## src/rtl/entropy_src_wm_pkg.sv

```systemverilog
// Shared widths, reset constants and channel state type for the entropy_src watermark bank.
package entropy_src_wm_pkg;

    localparam int WmRegWidthDefault = 16;
    localparam int WmCntWidthDefault = 8;

    localparam logic [WmRegWidthDefault-1:0] WmHiRstDefault = {WmRegWidthDefault{1'b0}};
    localparam logic [WmRegWidthDefault-1:0] WmLoRstDefault = {WmRegWidthDefault{1'b1}};

    typedef struct packed {
        logic [WmRegWidthDefault-1:0] hi;
        logic [WmRegWidthDefault-1:0] lo;
        logic [WmCntWidthDefault-1:0] cnt;
        logic                         seen;
    } wm_chan_state_t;

endpackage

```

## src/rtl/entropy_src_wm_chan.sv

```systemverilog
// One watermark channel: high/low watermarks, saturating excursion counter, seen flag.
// Optional sticky threshold alert when ENTROPY_SRC_WM_ALERT_EN is defined.
module entropy_src_wm_chan
    import entropy_src_wm_pkg::*;
#(
    parameter int RegWidth = WmRegWidthDefault,
    parameter int CntWidth = WmCntWidthDefault
) (
    input  logic                clk_i,
    input  logic                rst_ni,
    input  logic                clear_i,
    input  logic                freeze_i,
    input  logic                event_i,
    input  logic [RegWidth-1:0] value_i,
`ifdef ENTROPY_SRC_WM_ALERT_EN
    input  logic [RegWidth-1:0] thresh_hi_i,
    input  logic [RegWidth-1:0] thresh_lo_i,
    output logic                alert_o,
`endif
    output logic [RegWidth-1:0] hi_o,
    output logic [RegWidth-1:0] lo_o,
    output logic [CntWidth-1:0] cnt_o,
    output logic                seen_o
);

    typedef struct packed {
        logic [RegWidth-1:0] hi;
        logic [RegWidth-1:0] lo;
        logic [CntWidth-1:0] cnt;
        logic                seen;
    } chan_state_t;

    localparam chan_state_t RstState = '{
        hi:   {RegWidth{1'b0}},
        lo:   {RegWidth{1'b1}},
        cnt:  {CntWidth{1'b0}},
        seen: 1'b0
    };
    localparam logic [CntWidth-1:0] CntMax = {CntWidth{1'b1}};
    localparam logic [CntWidth-1:0] CntOne = {{(CntWidth-1){1'b0}}, 1'b1};

    chan_state_t         state_r;
    chan_state_t         state_d_s;
    logic                hi_up_s;
    logic                lo_dn_s;
    logic                accept_s;
    logic [RegWidth-1:0] hi_new_s;
    logic [RegWidth-1:0] lo_new_s;

    // Next-state: clear beats freeze, freeze beats event, otherwise hold.
    always_comb begin
        state_d_s = state_r;
        hi_up_s   = (value_i > state_r.hi);
        lo_dn_s   = (value_i < state_r.lo);
        hi_new_s  = hi_up_s ? value_i : state_r.hi;
        lo_new_s  = lo_dn_s ? value_i : state_r.lo;
        accept_s  = event_i & ~freeze_i & ~clear_i;
        if (clear_i) begin
            state_d_s = RstState;
        end else if (accept_s) begin
            state_d_s.hi   = hi_new_s;
            state_d_s.lo   = lo_new_s;
            state_d_s.seen = 1'b1;
            // Counter saturates rather than wraps so long windows stay meaningful.
            if ((hi_up_s || lo_dn_s) && (state_r.cnt != CntMax)) begin
                state_d_s.cnt = state_r.cnt + CntOne;
            end else begin
                state_d_s.cnt = state_r.cnt;
            end
        end else begin
            state_d_s = state_r;
        end
    end

    // Channel state register.
    always_ff @(posedge clk_i or negedge rst_ni) begin
        if (!rst_ni) begin
            state_r <= RstState;
        end else begin
            state_r <= state_d_s;
        end
    end

    assign hi_o   = state_r.hi;
    assign lo_o   = state_r.lo;
    assign cnt_o  = state_r.cnt;
    assign seen_o = state_r.seen;

`ifdef ENTROPY_SRC_WM_ALERT_EN
    logic alert_r;
    logic alert_d_s;

    // Sticky alert, judged on the watermarks this event produces.
    always_comb begin
        alert_d_s = alert_r;
        if (clear_i) begin
            alert_d_s = 1'b0;
        end else if (accept_s && ((hi_new_s > thresh_hi_i) || (lo_new_s < thresh_lo_i))) begin
            alert_d_s = 1'b1;
        end else begin
            alert_d_s = alert_r;
        end
    end

    // Alert register.
    always_ff @(posedge clk_i or negedge rst_ni) begin
        if (!rst_ni) begin
            alert_r <= 1'b0;
        end else begin
            alert_r <= alert_d_s;
        end
    end

    assign alert_o = alert_r;
`endif

endmodule

```

## src/rtl/entropy_src_watermark_bank.sv

```systemverilog
// Bank of NumCh independent watermark channels on a shared, packed sample bus.
// Define ENTROPY_SRC_WM_ALERT_EN to add shared thresholds and per-channel sticky alerts.
module entropy_src_watermark_bank
    import entropy_src_wm_pkg::*;
#(
    parameter int NumCh    = 4,
    parameter int RegWidth = WmRegWidthDefault,
    parameter int CntWidth = WmCntWidthDefault
) (
    input  logic                      clk_i,
    input  logic                      rst_ni,
    input  logic [NumCh-1:0]          clear_i,
    input  logic                      freeze_i,
    input  logic [NumCh-1:0]          event_i,
    input  logic [NumCh*RegWidth-1:0] value_i,
`ifdef ENTROPY_SRC_WM_ALERT_EN
    input  logic [RegWidth-1:0]       thresh_hi_i,
    input  logic [RegWidth-1:0]       thresh_lo_i,
    output logic [NumCh-1:0]          alert_o,
`endif
    output logic [NumCh*RegWidth-1:0] hi_wm_o,
    output logic [NumCh*RegWidth-1:0] lo_wm_o,
    output logic [NumCh*CntWidth-1:0] excur_cnt_o,
    output logic [NumCh-1:0]          seen_o
);

    for (genvar k = 0; k < NumCh; k++) begin : g_chan
        entropy_src_wm_chan #(
            .RegWidth (RegWidth),
            .CntWidth (CntWidth)
        ) u_chan (
            .clk_i       (clk_i),
            .rst_ni      (rst_ni),
            .clear_i     (clear_i[k]),
            .freeze_i    (freeze_i),
            .event_i     (event_i[k]),
            .value_i     (value_i[k*RegWidth +: RegWidth]),
`ifdef ENTROPY_SRC_WM_ALERT_EN
            .thresh_hi_i (thresh_hi_i),
            .thresh_lo_i (thresh_lo_i),
            .alert_o     (alert_o[k]),
`endif
            .hi_o        (hi_wm_o[k*RegWidth +: RegWidth]),
            .lo_o        (lo_wm_o[k*RegWidth +: RegWidth]),
            .cnt_o       (excur_cnt_o[k*CntWidth +: CntWidth]),
            .seen_o      (seen_o[k])
        );
    end

endmodule

```

## config.mk

```make
export PLATFORM = sky130hd
export DESIGN_NAME = entropy_src_watermark_bank
export DESIGN_NICKNAME = d
export VERILOG_FILES = /design/src/rtl/entropy_src_wm_pkg.sv /design/src/rtl/entropy_src_wm_chan.sv /design/src/rtl/entropy_src_watermark_bank.sv
export SDC_FILE = /design/constraint.sdc
export NUM_CORES = 1
export LEC_CHECK = 0
export ABC_AREA = 1
export CORE_ASPECT_RATIO = 0.9
export CORE_MARGIN = 2
export CORE_UTILIZATION = 40
export DETAILED_ROUTE_END_ITERATION = 8
export PLACE_DENSITY = 0.66
export REMOVE_ABC_BUFFERS = 1
export SLEW_MARGIN = 40
export SYNTH_ARGS = -nofsm -noshare
export SYNTH_HDL_FRONTEND = slang
export SYNTH_SLANG_ARGS = --single-unit
```

## constraint.sdc

```tcl
create_clock -name clk_i -period 2.02 [get_ports clk_i]
set_input_delay 0.202 -clock clk_i [delete_from_list [all_inputs] [get_ports clk_i]]
set_output_delay 0.202 -clock clk_i [all_outputs]
set_load 0.05 [all_outputs]
```

==> summary.md, run 1 <==
| Metric | Value |
|---|---|
| Outcome | `complete, but fails checks` |
| Failing checks | `negative setup slack` |
| Initial Util | `40.3%` |
| Die Height | `157 um` |
| Largest net degree at the start of global routing | `54` |
| Vias | `10,200` |
| CP Class | `flop to flop` |
| Post-Syn Instances | `about 1,300` |
| Synth warn | `0` |
| Flops & latches, synth | `164` |
| DRC viols | `0` |
| Core area | `25,900 um2` |
| CTS tree | `built` |
| Total die area | `approximately 27,000 um2` |
| Sequential area share after synthesis | `40.1%` |
| Relative slew slack | `61.8%` |
| Period minus WS final | `2060 ps` |
| PD cells | `811 nW/um2` |
| Clock Pin Slew Worst Setup and Hold Paths | `roughly 80 ps` |
| Vias in the first global route | `9,279` |
| Nets | `1,854` |
| Hold Path Class | `primary input to asynchronous set/reset pin` |
| Max frequency | `485 MHz` |
| Crit-path max cell delay | `around 530 ps` |
| Worst-Margin Slew | `571 ps` |
| Top cell type's share of synthesized area | `24.0%` |
| Die width | `174 um` |
| Syn-to-layout area delta | `53.0%` |
| Leading area contributor after synthesis | `dfrtp_1` |
| Ant. Diodes | `0` |
| Pleak | `7.82 nW` |
| IO buf count | `~240` |
| CP Max Fanout | `6` |
| Placed cell areas | `13,700 um2` |
| Final Slew Violations | `0` |
| Syn Area/Cell | `7.97 um2` |
| Final setup viols | `9` |
| Max VDD drop | `0.387 mV` |
| Ratio of cells with drive above 1 in the final layout | `25.1%` |
| Routed WL per cell | `15.9 um` |
| CP Launch Type | `flop` |
| First-pass GRT wire length | `47.5 mm` |
| Clock buffer depth | `2` |
| RePlAce Congestion | `between 0.8 and 0.9` |
| Synth Cell Area | `10,400 um2` |
| CTS Sinks | `164` |
| CP Data Arrival Time | `between 2000 and 2500 ps` |
| Max-cap violation count | `0` |
| Setup ws final | `-43.1 ps` |
| CTS buffer count | `17` |
| DR vias/cell | `about 5.1` |
| RSZ-0062 raised after global routing | `true` |
| I/O pins | `239` |
| Initial antenna violation count | `0` |
| Initial drt markers | `roughly 590` |
| Crit path cell chain | `inv_1 -> ha_4 -> nand2_4 -> nor4_4 -> nand2_1 -> nand2_2 -> nand2_4 -> nand2_8 -> clkbuf_16 -> nand2_2 -> o21ai_1` |
| Drt first pass iters | `5` |
| Area contributors post-synth | `dfrtp_1, dfstp_2, ha_1, nand2_1, inv_1` |
| Worst setup EP type | `flop` |
| Worst Setup SP | `g_chan[2].u_chan.lo_o[12]` |
| Clock Latency Late Sink | `about 440 ps` |
| H-tree depth | `4` |
| GRT Residual Overflow | `0` |
| Max stage delay cell, worst path | `dfstp_2` |
| Pwr Total | `between 10 and 15 mW` |
| Total GRT Usage | `21.5%` |
| Post-DRT Antenna Nets | `0` |
| Final instance area | `16,000 um2` |
| Root buffer cell | `clkbuf_16` |
| Clk_skew | `16.8 ps` |
| Period utilization | `102%` |
| Worst path required time | `around 2400 ps` |
| Final hold vios | `0` |
| Distinct cells, synth | `32` |
| RR Startpoint | `g_chan[2].u_chan.lo_o[12]` |
| Num rows | `56` |
| Hpwl dp | `21.8 mm` |
| Final WL | `31.9 mm` |
-- critical path, delay by kind of cell, from the launching register on --
kind	cells	cell delay (ps)
flops	1	530
compound gates	1	70
fa+ha+maj	1	280
simple gates	7	850
buf+inv	2	260
-- power by group --
part           internal, mW  switching (mW)
combinational          2.16            3.35
sequential             3.84           0.336
clock                  1.74            1.52
total                  7.74            5.20
-- path summary, 6_finish.rpt --
kind / end / slack [ps] / cells past startpoint
max: g_chan[2].u_chan.lo_o[3] / -40 / 11
min: g_chan[2].u_chan.cnt_o[0] / 250 / 2
max reg2reg: g_chan[2].u_chan.lo_o[3] / -40 / 11
min reg2reg: g_chan[0].u_chan.lo_o[9] / 480 / 2
max in group asynchronous: g_chan[1].u_chan.lo_o[15] / 1040 / 3
min in group clk_i: g_chan[1].u_chan.hi_o[0] / 360 / 3
-- synth_stat cells, drive strengths merged --
library cell	instances
ha	128
dfstp	64
nor3b	6
nor2	84
nor3	12
a21oi	54
dfrtp	100
a211oi	2
buf	32
inv	191
nor4	1
nand3	104
o211ai	2
o21a	3
nand2	333
nand4	26
xor2	17
o21ai	138
clkbuf	8
a21o	3
-- repair_timing --
item	CTS	global route
hold buffers	1	0
buffers inserted	1	27
cloned	1	13
endpoints found under the setup margin	60	171
endpoints found under the hold margin	19	0
pin swaps	7	48
gates resized for setup	37	264
-- layer usage --
metal | global-route usage (%) | wire, um
met2 | 35.0 | 15400
met3 | 4.23 | 1630
met4 | 6.28 | 589
met1 | 29.0 | 14300
met5 | 0 | 0
-- cell families after synthesis --
kind of cell	synth area share, %
AND/OR/NAND/NOR	23.9
buffers and inverters	9.20
AO/OA/AOI/OAI	10.0
flip-flops	40.1
adder cells (fa/ha/maj)	15.4
XOR/XNOR	1.43
-- stage by stage --
| stage | setup TNS (ps) | instances | setup WS [ps] | hold WS, ps | util (%) |
|---|---|---|---|---|---|
| finish | -157 | 2012 | -43.1 | 253 | 61.7 |
| global route | -4030 | 2012 | -128 | 287 | 61.7 |
| CTS | -84.8 | 1972 | -15.9 | 265 | 55.8 |
| detailed placement | -25190 | 1937 | -269 | 153 | 53.1 |
| global placement | -18600 | 1937 | -208 | 160 | 53.1 |
| floorplan | -6280 | 1268 | -89.0 | -93.6 | - |
-- placed cells by master (no fill, tap or decap), types with 3 or more instances in the layout --
cell type / netlist / final
a21o_1: 3 / 3
a21oi_1: 54 / 40
a21oi_2: 0 / 13
buf_12: 0 / 13
buf_4: 10 / 98
buf_6: 5 / 8
clkbuf_16: 0 / 27
clkdlybuf4s50_1: 0 / 185
clkinvlp_4: 0 / 3
dfrtp_1: 100 / 100
dfstp_2: 64 / 64
dlygate4sd2_1: 0 / 8
dlymetal6s2s_1: 0 / 38
ha_1: 128 / 96
ha_4: 0 / 32
inv_1: 184 / 171
inv_2: 7 / 20
inv_6: 0 / 7
nand2_1: 319 / 269
nand2_2: 12 / 35
nand2_4: 2 / 24
nand2_8: 0 / 5
nand3_1: 99 / 95
nand3_2: 5 / 8
nand4_1: 25 / 25
nor2_1: 81 / 72
nor2_2: 0 / 8
nor2_4: 3 / 4
nor3_1: 10 / 7
nor3_2: 2 / 5
nor3b_1: 4 / 4
o21a_1: 3 / 3
o21ai_0: 119 / 64
o21ai_1: 19 / 45
o21ai_2: 0 / 28
xor2_1: 17 / 17
-- sequential cells by signal, indices dropped and copies added (netlist names) --
register / flops
g_chan.u_chan.hi_o: 64
g_chan.u_chan.lo_o: 64
g_chan.u_chan.cnt_o: 32
g_chan.u_chan.seen_o: 4
-- cell type report --
type,count,area (um2)
fill,2107,9900
multi-input combinational,914,6270
sequential,164,4180
timing repair buffer,363,3780
inverter,191,717
tap,348,435
clock buffer,18,429
clock inverter,14,141
No activity file was read; power rests on OpenSTA's default activity.
==> run 2, diff against run 1 <==
--- a/config.mk
+++ b/config.mk
@@ -11,6 +11,7 @@
 export CORE_UTILIZATION = 40
 export DETAILED_ROUTE_END_ITERATION = 8
 export PLACE_DENSITY = 0.66
+export RECOVER_POWER = 25
 export REMOVE_ABC_BUFFERS = 1
 export SLEW_MARGIN = 40
 export SYNTH_ARGS = -nofsm -noshare
==> run 2 against run 1 <==
Net effect:
- die area unchanged
- the flow still finishes with violations (negative setup slack)
- highest routed layer unchanged
- routed wire length about the same
- combinational power about the same
- critical path depth unchanged
- final cell count unchanged
- largest cell class unchanged
- via count down 0.15%
- maximum frequency up 0.61%
- hold slack better by 110 ps
- sequential share of layout area about the same
- clock skew down 1.1 ps
- sequential power about the same
- first-iteration DRC count down 2.5%
==> summary.md, run 2 (same netlist as run 1, synthesis figures left out) <==
| Metric | Value |
|---|---|
| CTS tree | `built` |
| Ant. Diodes | `0 (unchanged)` |
| I/O pins | `239 (unchanged)` |
| Post-DRT Antenna Nets | `0 (unchanged)` |
| PD cells | `812 nW/um2 (about the same)` |
| Critical path's top delay family | `simple AND/OR/NAND/NOR gates` |
| Initial antenna violation count | `0 (unchanged)` |
| CP Class | `flop to flop` |
| Num rows | `56 (unchanged)` |
| CTS buffer count | `17 (unchanged)` |
| Worst Reg-to-Reg Cells | `11 (unchanged)` |
| Hold Path Sink | `g_chan[1].u_chan.hi_o[0]` |
| Core area | `25,900 um2 (unchanged)` |
| Worst setup EP type | `flop` |
| Crit path cell chain | `inv_1 -> ha_4 -> nand2_4 -> nor4_4 -> nand2_1 -> nand2_2 -> nand2_4 -> nand2_8 -> clkbuf_16 -> nand2_2 -> o21ai_1` |
| H-tree depth | `4 (unchanged)` |
| Root buffer cell | `clkbuf_16` |
| Total GRT Usage | `21.5% (unchanged)` |
| Vias in the first global route | `9,279 (unchanged)` |
| DRC viols | `0 (unchanged)` |
| Commonest non-fill, non-tap cells in the layout | `nand2_1, clkdlybuf4s50_1, inv_1` |
| Drt first pass iters | `5 (unchanged)` |
| Pwr Total | `12.9 mW (about the same)` |
| Final setup viols | `6 (-3)` |
| Die width | `174 um (unchanged)` |
| Final Slew Violations | `0 (unchanged)` |
| Largest net degree at the start of global routing | `54 (unchanged)` |
| Clock buffer depth | `2 (unchanged)` |
| Max frequency | `488 MHz (+0.61%)` |
| CP Max Fanout | `6 (unchanged)` |
| First-pass GRT wire length | `47.5 mm (unchanged)` |
| Clk_skew | `15.8 ps (-1.06 ps)` |
| Crit-path max cell delay | `530 ps (about the same)` |
| Outcome | `complete, but fails checks` |
| Setup slack, reg-to-reg | `-30 ps (about the same)` |
| Max VDD drop | `0.385 mV (-0.43%)` |
| HP Start | `value_i[16]` |
| Initial drt markers | `574 (-2.5%)` |
| CP Data Arrival Time | `2410 ps (about the same)` |
| Setup ws final | `-30.6 ps (+12.5 ps)` |
| Worst R2R End | `g_chan[2].u_chan.lo_o[3]` |
| Total die area | `27,400 um2 (unchanged)` |
| Pleak | `7.80 nW (-0.16%)` |
| Clock Pin Slew Worst Setup and Hold Paths | `70 ps (about the same)` |
| Max-cap violation count | `0 (unchanged)` |
| Worst Setup SP | `g_chan[2].u_chan.lo_o[12]` |
| Max stage delay cell, worst path | `dfstp_2` |
| Nets | `1,854 (unchanged)` |
| DR vias/cell | `5.08 (-0.15%)` |
| CTS Sinks | `164 (unchanged)` |
| Ratio of cells with drive above 1 in the final layout | `24.9% (-0.18 points)` |
| Period minus WS final | `2050 ps (-12.5 ps)` |
| Hold Crit Depth | `3` |
| RePlAce Congestion | `0.845 (unchanged)` |
| Die Height | `157 um (unchanged)` |
| Crit path buf inv count | `2 (unchanged)` |
| Fin util | `61.6% (-0.11 points)` |
| Hold Worst Slack | `360 ps (+107 ps)` |
| Metal2 WL | `15.4 mm (about the same)` |
| Worst path required time | `2370 ps (about the same)` |
| Worst-Margin Slew | `1130 ps (+559 ps)` |
| RR Startpoint | `g_chan[2].u_chan.lo_o[12]` |
| Top sig layer | `met4` |
| Relative slew slack | `24.7% (-37 points)` |
| Final hold vios | `0 (unchanged)` |
| Vias | `10,200 (-0.15%)` |
| Syn-to-layout area delta | `52.7%` |
| Initial Util | `40.3% (unchanged)` |
| Failing checks | `negative setup slack` |
| GRT Residual Overflow | `0 (unchanged)` |
| Most common cell after layout, fill and taps aside | `nand2_1` |
| Clock Latency Late Sink | `430 ps (about the same)` |
| Hold Path Class | `primary input to flop` |
| Routed WL per cell | `15.9 um (about the same)` |
| Period utilization | `102% (-0.62 points)` |
| CP Launch Type | `flop` |
| Met1 wire length | `14.4 mm (+0.38%)` |
| Hpwl dp | `21.8 mm (unchanged)` |
| IO buf count | `238 (unchanged)` |
| RSZ-0062 raised after global routing | `true` |
| Final WL | `31.9 mm (about the same)` |
| Met3 Wirelength | `1.58 mm (-3.3%)` |
==> run 2: cell types whose count changed in the layout (fill, tap and decap cells not counted), sizes merged <==
cell and delta:
buf -5, clkbuf +5, dlygate4sd3 +1, clkdlybuf4s50 -1
==> run 2: per-stage QoR <==
stage / setup WS, ps / TNS (ps) / instances / instance area (um2)
floorplan: -89.0 / -6280 / 1268 / 10200
global placement: -208 / -18600 / 1937 / 13700
detailed placement: -269 / -25190 / 1937 / 13700
CTS: -15.9 / -84.8 / 1972 / 14400
global route: -128 / -4160 / 2012 / 15900
finish: -30.6 / -86.0 / 2012 / 15900
==> run 2: how the worst max path moves through the flow <==
stage | end | slack [ps] | cells past startpoint
detailed placement | g_chan[3].u_chan.lo_o[13] | -270 | 10
CTS | g_chan[0].u_chan.cnt_o[1] | -20 | 14
global placement | g_chan[0].u_chan.cnt_o[4] | -210 | 12
finish | g_chan[2].u_chan.lo_o[3] | -30 | 11
global route | g_chan[0].u_chan.lo_o[1] | -130 | 13
floorplan | g_chan[0].u_chan.lo_o[2] | -90 | 11
==> run 2: final cells by class <==
cell class,count,area (um2)
Inverter,191,717
Multi-Input combinational cell,914,6270
Sequential cell,164,4180
Timing Repair Buffer,363,3750
Clock buffer,18,429
Tap cell,348,435
Fill cell,2112,9930
Clock inverter,14,141
==> run 2: report_power, final <==
part / total, mW / internal (mW) / switching, mW / leakage [nW]
logic: 5.50 / 2.15 / 3.35 / 5.50
registers: 4.17 / 3.84 / 0.336 / 2.03
clock network: 3.26 / 1.74 / 1.51 / 0.273
==> run 2: worst reg2reg max path, stage by stage (launching register included) <==
cell	delay, ps
dfstp_2	530
inv_1	70
ha_4	280
nand2_4	50
nor4_4	300
nand2_1	110
nand2_2	120
nand2_4	80
nand2_8	140
clkbuf_16	190
nand2_2	40
o21ai_1	70
==> run 2: timing repair <==
item / in CTS / in global routing
pin swaps: 7 / 48
hold endpoints to repair: 19 / 0
hold buffers: 1 / 0
resized for setup: 37 / 264
cloned: 1 / 13
buffers inserted: 1 / 27
endpoints found under the setup margin: 60 / 171
==> run 2: metal layers <==
layer / up-vias / global-route usage (%)
met5: - / 0
met4: 0 / 6.28
met3: 40 / 4.23
met2: 277 / 35.0
met1: 4923 / 29.0
li1: 4974 / -
==> run 3, diff against run 2 <==
--- a/config.mk
+++ b/config.mk
@@ -13,6 +13,7 @@
 export PLACE_DENSITY = 0.66
 export RECOVER_POWER = 25
 export REMOVE_ABC_BUFFERS = 1
+export SKIP_CTS_REPAIR_TIMING = 1
 export SLEW_MARGIN = 40
 export SYNTH_ARGS = -nofsm -noshare
 export SYNTH_HDL_FRONTEND = slang
==> run 3 against run 2 <==
Net effect:
- highest routed layer unchanged
- clock power about the same
- the run still ends with negative setup slack left
- worst setup slack worse by 28 ps
- power up 0.11%
- critical endpoint unchanged
- routed wire length up 0.47%
- non-clock buffer count down 7
- design area about the same
- sequential cell count unchanged
- combinational power about the same
- clock-buffer cell count unchanged
==> summary.md, run 3 (same netlist as run 1, synthesis figures left out) <==
| Metric | Value |
|---|---|
| Levels on crit path | `11 (unchanged)` |
| H-tree depth | `4 (unchanged)` |
| Worst Reg-to-Reg Cells | `11 (unchanged)` |
| Hold Crit Depth | `3 (unchanged)` |
| Largest net degree at the start of global routing | `54 (unchanged)` |
| IO buf count | `238 (unchanged)` |
| DRC viols | `0 (unchanged)` |
| Pwr Total | `12.9 mW (+0.11%)` |
| Period minus WS final | `2080 ps (+28.0 ps)` |
| Clock Latency Late Sink | `430 ps (about the same)` |
| Root buffer cell | `clkbuf_16` |
| Most common cell after layout, fill and taps aside | `nand2_1` |
| Relative slew slack | `26.6% (+1.9 points)` |
| Commonest non-fill, non-tap cells in the layout | `nand2_1, clkdlybuf4s50_1, inv_1` |
| Initial antenna violation count | `0 (unchanged)` |
| Total GRT Usage | `21.2% (-0.29 points)` |
| Vias in the first global route | `9,175 (-1.1%)` |
| CP Launch Type | `flop` |
| Failing checks | `negative setup slack` |
| Final Slew Violations | `0 (unchanged)` |
| Worst setup EP type | `flop` |
| Final hold vios | `0 (unchanged)` |
| Setup ws final | `-58.6 ps (-28.0 ps)` |
| Worst path required time | `2380 ps (about the same)` |
| CTS tree | `built` |
| Vias | `10,200 (-0.32%)` |
| Critical path's top delay family | `simple AND/OR/NAND/NOR gates` |
| Total die area | `27,400 um2 (unchanged)` |
| Initial drt markers | `601 (+4.7%)` |
| Ratio of cells with drive above 1 in the final layout | `25.4% (+0.47 points)` |
| Crit-path max cell delay | `530 ps (about the same)` |
| Hpwl dp | `21.8 mm (unchanged)` |
| GRT Residual Overflow | `0 (unchanged)` |
| Drt first pass iters | `5 (unchanged)` |
| Syn-to-layout area delta | `52.6% (about the same)` |
| Routed WL per cell | `16.0 um (+0.82%)` |
| Hold Worst Slack | `363 ps (+3.37 ps)` |
| Final setup viols | `18 (+12)` |
| Outcome | `complete, but fails checks` |
| Final WL | `32.0 mm (+0.47%)` |
| Max VDD drop | `0.384 mV (-0.28%)` |
| CTS Sinks | `164 (unchanged)` |
| RePlAce Congestion | `0.845 (unchanged)` |
| Post-DRT Antenna Nets | `0 (unchanged)` |
| Fillers | `2,119 (+0.33%)` |
| DR vias/cell | `5.08 (about the same)` |
| Period utilization | `103% (+1.4 points)` |
| CP Max Fanout | `6 (unchanged)` |
| Initial Util | `40.3% (unchanged)` |
| Register Area | `4180 um2 (unchanged)` |
| Clock buffer depth | `2 (unchanged)` |
| Pleak | `7.78 nW (-0.36%)` |
| Max-cap violation count | `0 (unchanged)` |
| Hold Path Class | `primary input to flop` |
| First-pass GRT wire length | `46.9 mm (-1.3%)` |
| I/O pins | `239 (unchanged)` |
| Max stage delay cell, worst path | `dfstp_2` |
| Multi-input gate area | `6350 um2 (+1.4%)` |
| PD cells | `813 nW/um2 (+0.15%)` |
| Ant. Diodes | `0 (unchanged)` |
| Num rows | `56 (unchanged)` |
| Crit path cell chain | `inv_1 -> ha_1 -> nand2_4 -> nor4_4 -> nand2_1 -> nand2_2 -> nand2_4 -> nand2_8 -> clkbuf_16 -> nand2_2 -> o21ai_1` |
| Max frequency | `481 MHz (-1.3%)` |
| CTS buffer count | `17 (unchanged)` |
| Worst-Margin Slew | `1100 ps (-29.1 ps)` |
| Core area | `25,900 um2 (unchanged)` |
| Crit path buf inv count | `2 (unchanged)` |
| RSZ-0062 raised after global routing | `true` |
| CP Class | `flop to flop` |
| Clk_skew | `16.2 ps (+0.418 ps)` |
| Die Height | `157 um (unchanged)` |
| Clock Pin Slew Worst Setup and Hold Paths | `70 ps (about the same)` |
| Nets | `1,847 (-0.38%)` |
| CP Data Arrival Time | `2430 ps (+20 ps)` |
| Die width | `174 um (unchanged)` |
-- run 3: cell types whose count changed in the layout (fill, tap and decap cells not counted), moves of 4 or more --
cell            delta
o21ai_0            +5
buf_4              -4
nand2_2            +7
dlymetal6s2s_1     +6
nand2_1            -5
dlygate4sd2_1      -8
o21ai_2            -4
-- run 3: area by class of cell --
class | instances | area share, %
Clock inverter | 14 | 0.888
Inverter | 191 | 4.50
Clock buffer | 18 | 2.70
Tap cell | 348 | 2.74
Timing Repair Buffer | 356 | 23.0
Sequential cell | 164 | 26.3
Multi-Input combinational cell | 914 | 39.9
-- run 3: worst reg2reg max path: stages (launching register included) --
cell       delay [ps]
dfstp_2           530
inv_1              40
ha_1              310
nand2_4            70
nor4_4            320
nand2_1           100
nand2_2           140
nand2_4            80
nand2_8           130
clkbuf_16         180
nand2_2            40
o21ai_1            70
-- run 3: final timing paths --
| check | startpoint | endpoint | slack, ps |
|---|---|---|---|
| max | g_chan[2].u_chan.lo_o[14] | g_chan[2].u_chan.lo_o[3] | -60 |
| min | value_i[16] | g_chan[1].u_chan.hi_o[0] | 360 |
| min in group asynchronous | rst_ni | g_chan[2].u_chan.cnt_o[0] | 510 |
| min reg2reg | g_chan[0].u_chan.lo_o[1] | g_chan[0].u_chan.lo_o[1] | 480 |
| max in group asynchronous | rst_ni | g_chan[3].u_chan.cnt_o[7] | 290 |
| max reg2reg | g_chan[2].u_chan.lo_o[14] | g_chan[2].u_chan.lo_o[3] | -60 |
-- run 3: per-layer routing --
layer  routed length (um)  share of wire, %  GRT usage (%)  vias up
met3                 1670               5.2           4.35       42
met2                15500                48           34.5      277
met4                  582               1.8           5.80        0
met1                14300                45           28.7     4916
met5                    0                 0              0        -
li1                     -                 -              -     4946
-- run 3: metrics by stage --
stage	instances	worst slack (ps)	utilization [%]	area (um2)	setup TNS [ps]
floorplan	1268	-89.0	-	10200	-6280
global placement	1937	-208	53.1	13700	-18600
detailed placement	1937	-269	53.1	13700	-25190
CTS	1969	-139	55.3	14300	-3200
global route	2005	-134	61.6	15900	-4490
finish	2005	-58.6	61.6	15900	-366
-- run 3: where the power goes --
part	internal, mW	total (mW)	switching, mW	leakage, nW
registers	3.84	4.19	0.353	2.03
logic	2.14	5.50	3.36	5.47
clock network	1.74	3.25	1.51	0.273
total	7.72	12.9	5.22	7.78
